File: config.mk
export PLATFORM = sky130hd
export DESIGN_NAME = alu_cdb_unit_flat
export DESIGN_NICKNAME = d
export VERILOG_FILES = /design/src/rtl/alu_cdb_if.sv /design/src/rtl/alu_cdb_unit.sv /design/src/flat_wrapper.sv
export SDC_FILE = /design/constraint.sdc
export NUM_CORES = 1
export LEC_CHECK = 0
export BUFFER_PORTS_ARGS = -buffer_cell sky130_fd_sc_hd__buf_2
export CAP_MARGIN = 15
export CORE_MARGIN = 8
export CORE_UTILIZATION = 60
export CTS_CLUSTER_DIAMETER = 150
export CTS_CLUSTER_SIZE = 25
export DETAILED_ROUTE_END_ITERATION = 16
export MAX_ROUTING_LAYER = met4
export PLACE_DENSITY = 0.84
export SLEW_MARGIN = 20
export SYNTH_ARGS = -nofsm -noshare
export SYNTH_HDL_FRONTEND = slang
export SYNTH_SLANG_ARGS = --single-unit
export TNS_END_PERCENT = 10
File: constraint.sdc
create_clock -name clk -period 5 [get_ports clk]
set_input_delay 0.5 -clock clk [delete_from_list [all_inputs] [get_ports clk]]
set_output_delay 0.5 -clock clk [all_outputs]
set_load 0.01 [all_outputs]
File: src/rtl/alu_cdb_if.sv
// alu_cdb_if: issue bus from the RS and ALU CDB broadcast bus
// master: RS/arbiter side drives issue + grant, observes backpressure and broadcast
// slave : alu_cdb_unit side
interface alu_cdb_if #(parameter int TAGW = 4);
  logic            flag_alu;
  logic [5:0]      op_alu;
  logic [31:0]     rs1_alu;
  logic [31:0]     rs2_alu;
  logic [TAGW-1:0] rob_alu;
  logic            cdb_grant;
  logic            alu_full;
  logic            alu_ovf;
  logic            alu_ans_flag;
  logic [TAGW-1:0] alu_ans_reorder;
  logic [31:0]     alu_ans;
  modport master (
    output flag_alu, op_alu, rs1_alu, rs2_alu, rob_alu, cdb_grant,
    input  alu_full, alu_ovf, alu_ans_flag, alu_ans_reorder, alu_ans
  );
  modport slave (
    input  flag_alu, op_alu, rs1_alu, rs2_alu, rob_alu, cdb_grant,
    output alu_full, alu_ovf, alu_ans_flag, alu_ans_reorder, alu_ans
  );
endinterface

File: src/rtl/alu_cdb_unit.sv
// alu_cdb_unit: single-cycle ALU/branch/JALR execute stage with in-order result FIFO feeding the ALU CDB slot
// Ports: clk, rst (sync, active high), rdy (low = freeze), clr (flush), bus (alu_cdb_if.slave:
//   issue flag/op/rs1/rs2/rob, cdb_grant in; alu_full, alu_ovf, alu_ans_flag/reorder/ans out)
// Optional: define ALU_BYPASS_EN to let an issue go straight to the CDB when the FIFO is empty and granted
module alu_cdb_unit #(
  parameter int DEPTH = 4,
  parameter int TAGW  = 4
) (
  input logic clk,
  input logic rst,
  input logic rdy,
  input logic clr,
  alu_cdb_if.slave bus
);
  localparam int AW = $clog2(DEPTH);
  localparam logic [AW:0] L_DEPTH = (AW+1)'(DEPTH);
  localparam logic [AW:0] L_FULL  = (AW+1)'(DEPTH - 1);
  logic [TAGW+31:0] r_mem [DEPTH];
  logic [AW-1:0]    r_wp, r_rp;
  logic [AW:0]      r_cnt;
  logic             r_flag, r_ovf;
  logic [TAGW-1:0]  r_tag;
  logic [31:0]      r_ans;
  logic [31:0]      w_res;
  logic [4:0]       w_sh;
  logic             w_lt, w_ltu, w_eq;
  logic             w_go, w_empty, w_pop, w_byp, w_push, w_drop;
  assign w_sh  = bus.rs2_alu[4:0];
  assign w_lt  = $signed(bus.rs1_alu) < $signed(bus.rs2_alu);
  assign w_ltu = bus.rs1_alu < bus.rs2_alu;
  assign w_eq  = bus.rs1_alu == bus.rs2_alu;
  always_comb begin
    w_res = '0;
    case (bus.op_alu)
      6'd0:  w_res = bus.rs1_alu + bus.rs2_alu;
      6'd1:  w_res = bus.rs1_alu - bus.rs2_alu;
      6'd2:  w_res = bus.rs1_alu << w_sh;
      6'd3:  w_res = {31'b0, w_lt};
      6'd4:  w_res = {31'b0, w_ltu};
      6'd5:  w_res = bus.rs1_alu ^ bus.rs2_alu;
      6'd6:  w_res = bus.rs1_alu >> w_sh;
      6'd7:  w_res = $unsigned($signed(bus.rs1_alu) >>> w_sh);
      6'd8:  w_res = bus.rs1_alu | bus.rs2_alu;
      6'd9:  w_res = bus.rs1_alu & bus.rs2_alu;
      6'd10: w_res = {31'b0, w_eq};
      6'd11: w_res = {31'b0, !w_eq};
      6'd12: w_res = {31'b0, w_lt};
      6'd13: w_res = {31'b0, !w_lt};
      6'd14: w_res = {31'b0, w_ltu};
      6'd15: w_res = {31'b0, !w_ltu};
      6'd16: w_res = (bus.rs1_alu + bus.rs2_alu) & ~32'd1;
      default: w_res = '0;
    endcase
  end
  assign w_go    = rdy && !clr;
  assign w_empty = r_cnt == '0;
  assign w_pop   = w_go && !w_empty && bus.cdb_grant;
`ifdef ALU_BYPASS_EN
  assign w_byp   = w_go && w_empty && bus.cdb_grant && bus.flag_alu;
`else
  assign w_byp   = 1'b0;
`endif
  // a same-edge pop frees the slot, so a full FIFO can still accept
  assign w_push  = w_go && bus.flag_alu && !w_byp && (r_cnt != L_DEPTH || w_pop);
  assign w_drop  = w_go && bus.flag_alu && r_cnt == L_DEPTH && !w_pop;
  always_ff @(posedge clk)
    if (w_push) r_mem[r_wp] <= {bus.rob_alu, w_res};
  always_ff @(posedge clk) begin
    if (rst) begin
      r_wp   <= '0;
      r_rp   <= '0;
      r_cnt  <= '0;
      r_flag <= 1'b0;
      r_tag  <= '0;
      r_ans  <= '0;
      r_ovf  <= 1'b0;
    end else if (!rdy) begin
      r_flag <= 1'b0;
    end else if (clr) begin
      r_wp   <= '0;
      r_rp   <= '0;
      r_cnt  <= '0;
      r_flag <= 1'b0;
    end else begin
      r_wp   <= w_push ? r_wp + 1'b1 : r_wp;
      r_rp   <= w_pop ? r_rp + 1'b1 : r_rp;
      r_cnt  <= r_cnt + (AW+1)'(w_push) - (AW+1)'(w_pop);
      r_flag <= w_pop || w_byp;
      r_ovf  <= r_ovf || w_drop;
      if (w_pop) {r_tag, r_ans} <= r_mem[r_rp];
      else if (w_byp) {r_tag, r_ans} <= {bus.rob_alu, w_res};
    end
  end
  assign bus.alu_full        = r_cnt >= L_FULL;
  assign bus.alu_ovf         = r_ovf;
  assign bus.alu_ans_flag    = r_flag;
  assign bus.alu_ans_reorder = r_tag;
  assign bus.alu_ans         = r_ans;
endmodule

File: src/flat_wrapper.sv
// flat-port wrapper written by rule: the top's interface ports become plain ports
module alu_cdb_unit_flat 
#(
  parameter int DEPTH = 4,
  parameter int TAGW  = 4
)
  (clk, rst, rdy, clr, bus_flag_alu, bus_op_alu, bus_rs1_alu, bus_rs2_alu, bus_rob_alu, bus_cdb_grant, bus_alu_full, bus_alu_ovf, bus_alu_ans_flag, bus_alu_ans_reorder, bus_alu_ans);
  alu_cdb_if #(.TAGW(TAGW)) bus_i ();
  input logic clk;
  input logic rst;
  input logic rdy;
  input logic clr;
  input wire logic [$bits(bus_i.flag_alu)-1:0] bus_flag_alu;
  input wire logic [$bits(bus_i.op_alu)-1:0] bus_op_alu;
  input wire logic [$bits(bus_i.rs1_alu)-1:0] bus_rs1_alu;
  input wire logic [$bits(bus_i.rs2_alu)-1:0] bus_rs2_alu;
  input wire logic [$bits(bus_i.rob_alu)-1:0] bus_rob_alu;
  input wire logic [$bits(bus_i.cdb_grant)-1:0] bus_cdb_grant;
  output wire logic [$bits(bus_i.alu_full)-1:0] bus_alu_full;
  output wire logic [$bits(bus_i.alu_ovf)-1:0] bus_alu_ovf;
  output wire logic [$bits(bus_i.alu_ans_flag)-1:0] bus_alu_ans_flag;
  output wire logic [$bits(bus_i.alu_ans_reorder)-1:0] bus_alu_ans_reorder;
  output wire logic [$bits(bus_i.alu_ans)-1:0] bus_alu_ans;
  assign bus_i.flag_alu = bus_flag_alu;
  assign bus_i.op_alu = bus_op_alu;
  assign bus_i.rs1_alu = bus_rs1_alu;
  assign bus_i.rs2_alu = bus_rs2_alu;
  assign bus_i.rob_alu = bus_rob_alu;
  assign bus_i.cdb_grant = bus_cdb_grant;
  assign bus_alu_full = bus_i.alu_full;
  assign bus_alu_ovf = bus_i.alu_ovf;
  assign bus_alu_ans_flag = bus_i.alu_ans_flag;
  assign bus_alu_ans_reorder = bus_i.alu_ans_reorder;
  assign bus_alu_ans = bus_i.alu_ans;
  alu_cdb_unit #(.DEPTH(DEPTH), .TAGW(TAGW)) u_core (.clk(clk), .rst(rst), .rdy(rdy), .clr(clr), .bus(bus_i));
endmodule
==> run metrics, run 1 <==
outcome complete, no violations; RSZ-0062 raised after global routing false; Sequential Power Share 40.9%; Worst slew margin 31.3%; Total GRT Usage 38.3%; Inserted Clock Buffers 17; Worst Skew 0.0138 ns; root buffer cell clkbuf_16; Compound-Gate Fraction of Synth Area 23.9%; port bufs 118; r2r endpoint u_core.r_cnt[2]; Synth Area in Simple Gates 14.5%; Die Area 31500 µm²; final std cells w/o fill 2148; startpoint types input port; register area share after synthesis 33.4%; Slew @ Worst Pin 1.03 ns; Die H 177 µm; antenna viol nets, final 0; die span in x 177 µm; layout cell share with drive strength beyond 1 15.6%; Diodes inserted 0; max frequency 0.262 GHz; worst IR drop on VDD 0.343 mV; first drt pass iteration count 6; routed vias/inst 7.01; vias post-DR 15068; fin nets 1993; post-cts gate resize count 0; post-synthesis mux area share 12.4%; Switching Share 34.5%; crit path from bus_rs2_alu[1]; Final WS setup 1.18 ns; Clock power frac 32.5%; most common cell in the netlist nor2_1; dpl ws 0.874 ns; WP data arrival 3.97 ns; top cell type's share of synthesized area 27.7%; Post-synth EDFFs 144; dpl cell area 16300 µm²; drt first-iter violations 2323; Avg Cell Area, Syn 8.88 µm²; largest net degree at the start of global routing 69; Post-CTS Setup Inserts 0; largest family of logic cells by synthesized area compound AO/OA/AOI/OAI gates; critical path type input port to flop; Synth Area in XOR/XNOR 0.560%; vias in the first global route 14498; row count 59; Syn-to-layout area delta 8.43%; clk buf depth 2; IO Count 119; most frequent cells after synthesis nor2_1, nand2_1, a21oi_1; fin crit period 3.82 ns; Synthesized Nets 1953; Syn Inst Count 1760; hpwl dp 44200 µm; Pleak 6.74 nW; PwrDens 249 nW/µm²; H-tree Lvls 4; combinational cell fraction of total power 26.6%; Hold Buf Count CTS 0; wire per inst 27.7 µm; placed insts 2116; final hold viol count 0; CP Data Required Time 5.15 ns; clk_lat worst skew 0.43 ns; Reg-to-Reg Start u_core.r_cnt[2]; Core Region 25800 µm²; Crit Path Max Fanout 44; Synth area leader edfxtp_1; Synth cell types 96; hold slack final 0.298 ns; Yosys reg bits 189; Synth Area in Adders 9.19%; GRT overflow 0; top area cells in the synthesized netlist edfxtp_1, ha_1, mux4_2; Reg clk slew, reported paths 0.08 ns; Final GP Congestion 1.05; synthesized area 15600 µm²; max-slew violations 0; Setup TNS 0 ns; Final period util 76.4%; initial antenna violation count 0; Yosys warnings 0; R2R cell count 11; ys async rst share 0%; CP Capture Type flop; Initial Utilization 60.5%; final setup vio count 0; CP Capture Point u_core.r_mem[0][26]; CTS sink cnt 189; # DRC 0; Total Routed Length 59500 µm; Switching Power 1.46 mW; prevailing post-synth register cell edfxtp_1; FF-to-FF setup slack 2.13 ns; CTS tree done; Max Cap Viol 0; Power Internal 2.76 mW; first-pass GRT wire length 89100 µm; post-route cell area 17000 µm²; Hold Path Class input port to flop
## through the flow
stage | util [%] | power (mW)
finish | 65.6 | 4.22
global route | 65.6 | 4.33
CTS | 65.6 | 4.17
detailed placement | 63.2 | 2.83
global placement | 63.2 | 2.82
floorplan | - | 2.46
## power groups by stage
| stage | sequential [mW] | clock (mW) | combinational, mW |
|---|---|---|---|
| floorplan | 1.76 | 0 | 0.704 |
| global placement | 1.76 | 0 | 1.06 |
| detailed placement | 1.76 | 0 | 1.07 |
| CTS | 1.73 | 1.37 | 1.07 |
| global route | 1.73 | 1.43 | 1.18 |
| finish | 1.73 | 1.37 | 1.12 |
## layout make-up
cell class	instances	area [µm²]
Clock inverter	15	188
Tap cell	335	419
Multi-Input combinational cell	1337	9480
Timing Repair Buffer	145	796
Inverter	110	413
Fill cell	2084	8890
Sequential cell	189	5230
Clock buffer	17	425
## metal layers
metal | vias up | track usage [%] | wire length (µm)
met5 | - | - | 0
met2 | 1109 | 58.4 | 26800
met4 | 0 | 23.2 | 4290
li1 | 6588 | - | -
met1 | 7142 | 47.4 | 22600
met3 | 229 | 6.17 | 5820
## flip-flops by register name, indices dropped and copies added (netlist names)
register                    cells
u_core.r_rp                     2
u_core.r_wp                     2
u_core.r_cnt                    3
u_core.bus.alu_ovf              1
u_core.bus.alu_ans_flag         1
u_core.r_mem                  144
u_core.bus.alu_ans             32
u_core.bus.alu_ans_reorder      4
## kinds of logic (layout without fill, tap and decap cells)
group	after synthesis	after routing
adder cells (fa/ha/maj)	113	113
XOR/XNOR	10	10
multiplexers	132	132
flip-flops	189	189
buffers and inverters	234	287
AND/OR/NAND/NOR	524	524
AO/OA/AOI/OAI	558	558
## worst max-delay path: stages
cell	delay, ns
buf_4	0.43
inv_1	0.29
fa_1	0.52
nor2b_1	0.19
o31a_1	0.28
o31ai_4	0.13
o21ai_2	0.33
a21oi_2	0.13
o41ai_1	0.47
a2bb2oi_1	0.20
a22oi_1	0.10
or3_1	0.39
## worst min-delay path by stage
stage	from	depth (start not counted)	end	slack, ns
2_1_floorplan	u_core.bus.alu_ans[0]	2	u_core.bus.alu_ans[0]	0.48
3_3_place_gp	u_core.bus.alu_ans[14]	2	u_core.bus.alu_ans[14]	0.44
6_report	bus_rob_alu[0]	1	u_core.r_mem[2][32]	0.30
4_1_cts	bus_rob_alu[0]	1	u_core.r_mem[2][32]	0.28
3_5_place_dp	u_core.bus.alu_ans[30]	2	u_core.bus.alu_ans[30]	0.44
5_1_grt	bus_rob_alu[2]	1	u_core.r_mem[1][34]	0.29
## cells in the final DEF (no fill, tap or decap), types with 20 or more instances in the layout
master,Yosys,final
a21o_1,20,20
o21ai_0,107,107
nand2_1,184,184
nand3_1,28,28
ha_1,110,110
buf_2,19,117
buf_4,1,28
inv_1,106,106
mux4_2,48,48
nor3_1,24,24
o22ai_1,20,20
a21oi_1,175,175
dfxtp_1,45,43
a211oi_1,20,20
mux2i_1,70,70
edfxtp_1,144,144
a221oi_1,23,23
nor2_1,212,212
No activity file was read; power rests on OpenSTA's default activity.
==> run 2, diff against run 1 <==
--- a/config.mk
+++ b/config.mk
@@ -5,15 +5,16 @@
 export SDC_FILE = /design/constraint.sdc
 export NUM_CORES = 1
 export LEC_CHECK = 0
+export ABC_AREA = 1
 export BUFFER_PORTS_ARGS = -buffer_cell sky130_fd_sc_hd__buf_2
 export CAP_MARGIN = 15
 export CORE_MARGIN = 8
-export CORE_UTILIZATION = 60
+export CORE_UTILIZATION = 56
 export CTS_CLUSTER_DIAMETER = 150
 export CTS_CLUSTER_SIZE = 25
 export DETAILED_ROUTE_END_ITERATION = 16
 export MAX_ROUTING_LAYER = met4
-export PLACE_DENSITY = 0.84
+export PLACE_DENSITY = 0.82
 export SLEW_MARGIN = 20
 export SYNTH_ARGS = -nofsm -noshare
 export SYNTH_HDL_FRONTEND = slang
==> constraint.sdc (replaced) <==
create_clock -name clk -period 3.4 [get_ports clk]
set_input_delay 0.34 -clock clk [delete_from_list [all_inputs] [get_ports clk]]
set_output_delay 0.34 -clock clk [all_outputs]
set_load 0.01 [all_outputs]
==> run 2 against run 1 <==
Clock skew increased by 0.0074 ns; wire length increased by 23%; area after synthesis increased by 6.6%; worst hold slack got worse by 0.21 ns; clock-buffer cell count increased by 11; non-clock buffer count increased by 39; global-route usage increased by 2.5 points; largest power group unchanged; synthesized cell count increased by 43%; sequential share of layout area decreased by 2.4 points; power increased by 54%.
==> run metrics, run 2 <==
outcome complete, no violations; FF-to-FF setup slack 0.53 ns (-1.60 ns); Yosys reg bits 189 (unchanged); Final WS setup 0.530 ns (-0.649 ns); root buffer cell clkbuf_16; Inserted Clock Buffers 25 (+8); WP data arrival 3.19 ns (-0.78 ns); vias post-DR 19378 (+29%); most common cell in the netlist nand2_1; Final period util 84.4%; critical path buffer and inverter count 2 (unchanged); synthesized area 16700 µm² (+6.6%); first-pass GRT wire length 108000 µm (+21%); Worst Skew 0.0211 ns (+0.00735 ns); max reg flops 144 (unchanged); final setup vio count 0 (unchanged); Total GRT Usage 40.7% (+2.5 points); Synth area leader edfxtp_1; CP Capture Type flop; Final GP Congestion 1.08 (+2.9%); row count 63 (+6.8%); max frequency 0.348 GHz; hpwl dp 56000 µm (+27%); largest reg by FF count u_core.r_mem; routed vias/inst 6.47 (-7.8%); clk buf depth 3 (+1); antenna viol nets, final 0 (unchanged); port bufs 118 (unchanged); # DRC 0 (unchanged); RSZ-0062 raised after global routing false; fin nets 2792 (+40%); dpl ws 0.223 ns (-0.651 ns); Crit Path Max Fanout 14 (-68%); CTS tree done; Post-CTS Setup Inserts 0 (unchanged); first drt pass iteration count 7 (+1); Crit path largest cell delay 0.44 ns (-0.08 ns); crit path cell chain nor2_1 -> nand2_1 -> nand3_1 -> inv_1 -> ha_1 -> inv_1 -> ha_1 -> fa_1 -> or2_2 -> nand3_1 -> a21oi_1; initial antenna violation count 2 (+2); final hold viol count 0 (unchanged); layout cell share with drive strength beyond 1 9.52% (-6.0 points); commonest cells after routing, fill and taps aside nand2_1, nand3_1, nor2_1, inv_1, o21ai_0; CP Data Required Time 3.72 ns (-1.43 ns); commonest non-fill, non-tap cell in the layout nand2_1; Avg Cell Area, Syn 6.62 µm² (-26%); ys async rst share 0% (unchanged); Pleak 8.46 nW (+25%); Max Cap Viol 0 (unchanged); register area share after synthesis 31.4% (-2.1 points); Hold Path Class input port to flop; most frequent cells after synthesis nand2_1, nand3_1, nor2_1; largest net degree at the start of global routing 77 (+12%); post-cts gate resize count 0 (unchanged); critical path type flop to flop; CP max-delay cell nand3_1; Hold Buf Count CTS 0 (unchanged); clk_lat worst skew 0.48 ns (+0.05 ns); die span in x 189 µm (+6.2%); fin crit period 2.87 ns; top cell type's share of synthesized area 25.9% (-1.7 points); Syn Inst Count 2519 (+43%); startpoint types flop; Post-synth EDFFs 144 (unchanged); wire per inst 24.5 µm (-12%); cell family with most CP delay simple AND/OR/NAND/NOR gates; vias in the first global route 17799 (+23%); final core occ 62.4% (-3.2 points); Synthesized Nets 2712 (+39%); Worst slew margin 27.7% (-3.6 points); Syn-to-layout area delta 10.3%; Synth cell types 44 (-54%); drt first-iter violations 3116 (+34%); prevailing post-synth register cell edfxtp_1; CTS sink cnt 189 (unchanged); top area cells in the synthesized netlist edfxtp_1, nand2_1, nand3_1; Die H 189 µm (+6.2%); Core Region 29500 µm² (+14%); Yosys warnings 0 (unchanged); Die Area 35500 µm² (+13%); Slew @ Worst Pin 1.07 ns (+0.0450 ns); H-tree Lvls 4 (unchanged); IO Count 119 (unchanged); max-slew violations 0 (unchanged); Total Routed Length 73300 µm (+23%); worst IR drop on VDD 0.257 mV (-25%); Initial Utilization 56.5% (-4.0 points); Setup TNS 0 ns (unchanged); PwrDens 352 nW/µm² (+42%); Reg clk slew, reported paths 0.06 ns (-0.02 ns); GRT overflow 0 (unchanged)
-- run 2: cell type report --
type | instances | area (µm²)
sequential | 189 | 5230
fill | 2611 | 11100
clock inverter | 5 | 27.5
multi-input combinational | 1963 | 9980
tap | 390 | 488
antenna | 2 | 5.00
timing repair buffer | 184 | 1110
inverter | 236 | 886
clock buffer | 28 | 658
-- run 2: path summary, 6_finish.rpt --
path,startpoint,end,depth (start not counted)
setup / recovery,u_core.r_cnt[1],u_core.r_cnt[2],11
hold reg to reg,u_core.bus.alu_ovf,u_core.bus.alu_ovf,2
setup reg to reg,u_core.r_cnt[1],u_core.r_cnt[2],11
hold / removal,bus_rob_alu[1],u_core.r_mem[1][33],1
-- run 2: where the power goes --
group          internal [mW]  total (mW)  switching, mW
clock                   1.36        2.24          0.872
combinational          0.468        1.73           1.26
sequential              2.50        2.51        0.00696
-- run 2: metrics by stage --
| step | hold WS [ns] | std cells | instance area, µm² | total power, mW |
|---|---|---|---|---|
| 5_1_grt | 0.0828 | 2997 | 18400 | 6.70 |
| 3_5_place_dp | 0.450 | 2962 | 17700 | 4.20 |
| 6_report | 0.0857 | 2997 | 18400 | 6.48 |
| 3_3_place_gp | 0.433 | 2962 | 17700 | 4.19 |
| 2_1_floorplan | 0.439 | 2519 | 16700 | 3.60 |
| 4_1_cts | 0.0748 | 2995 | 18400 | 6.41 |
-- run 2: metal layers --
layer  vias up  track usage, %  wire length [µm]  share of wire (%)
li1       8676               -                 -                  -
met1      8790            50.0             26900                 37
met2      1624            61.3             32100                 44
met3       288            7.47              8840                 12
met4         0            25.8              5550                7.6
met5         -               -                 0                  0
-- run 2: kinds of logic (layout without fill, tap and decap cells) --
| group | after synthesis | in the layout | share of synthesized area (%) |
|---|---|---|---|
| other | 0 | 2 | 0 |
| adder cells (fa/ha/maj) | 113 | 113 | 8.62 |
| flip-flops | 189 | 189 | 31.4 |
| buffers and inverters | 367 | 453 | 8.94 |
| AO/OA/AOI/OAI | 457 | 457 | 15.2 |
| AND/OR/NAND/NOR | 1393 | 1393 | 35.9 |
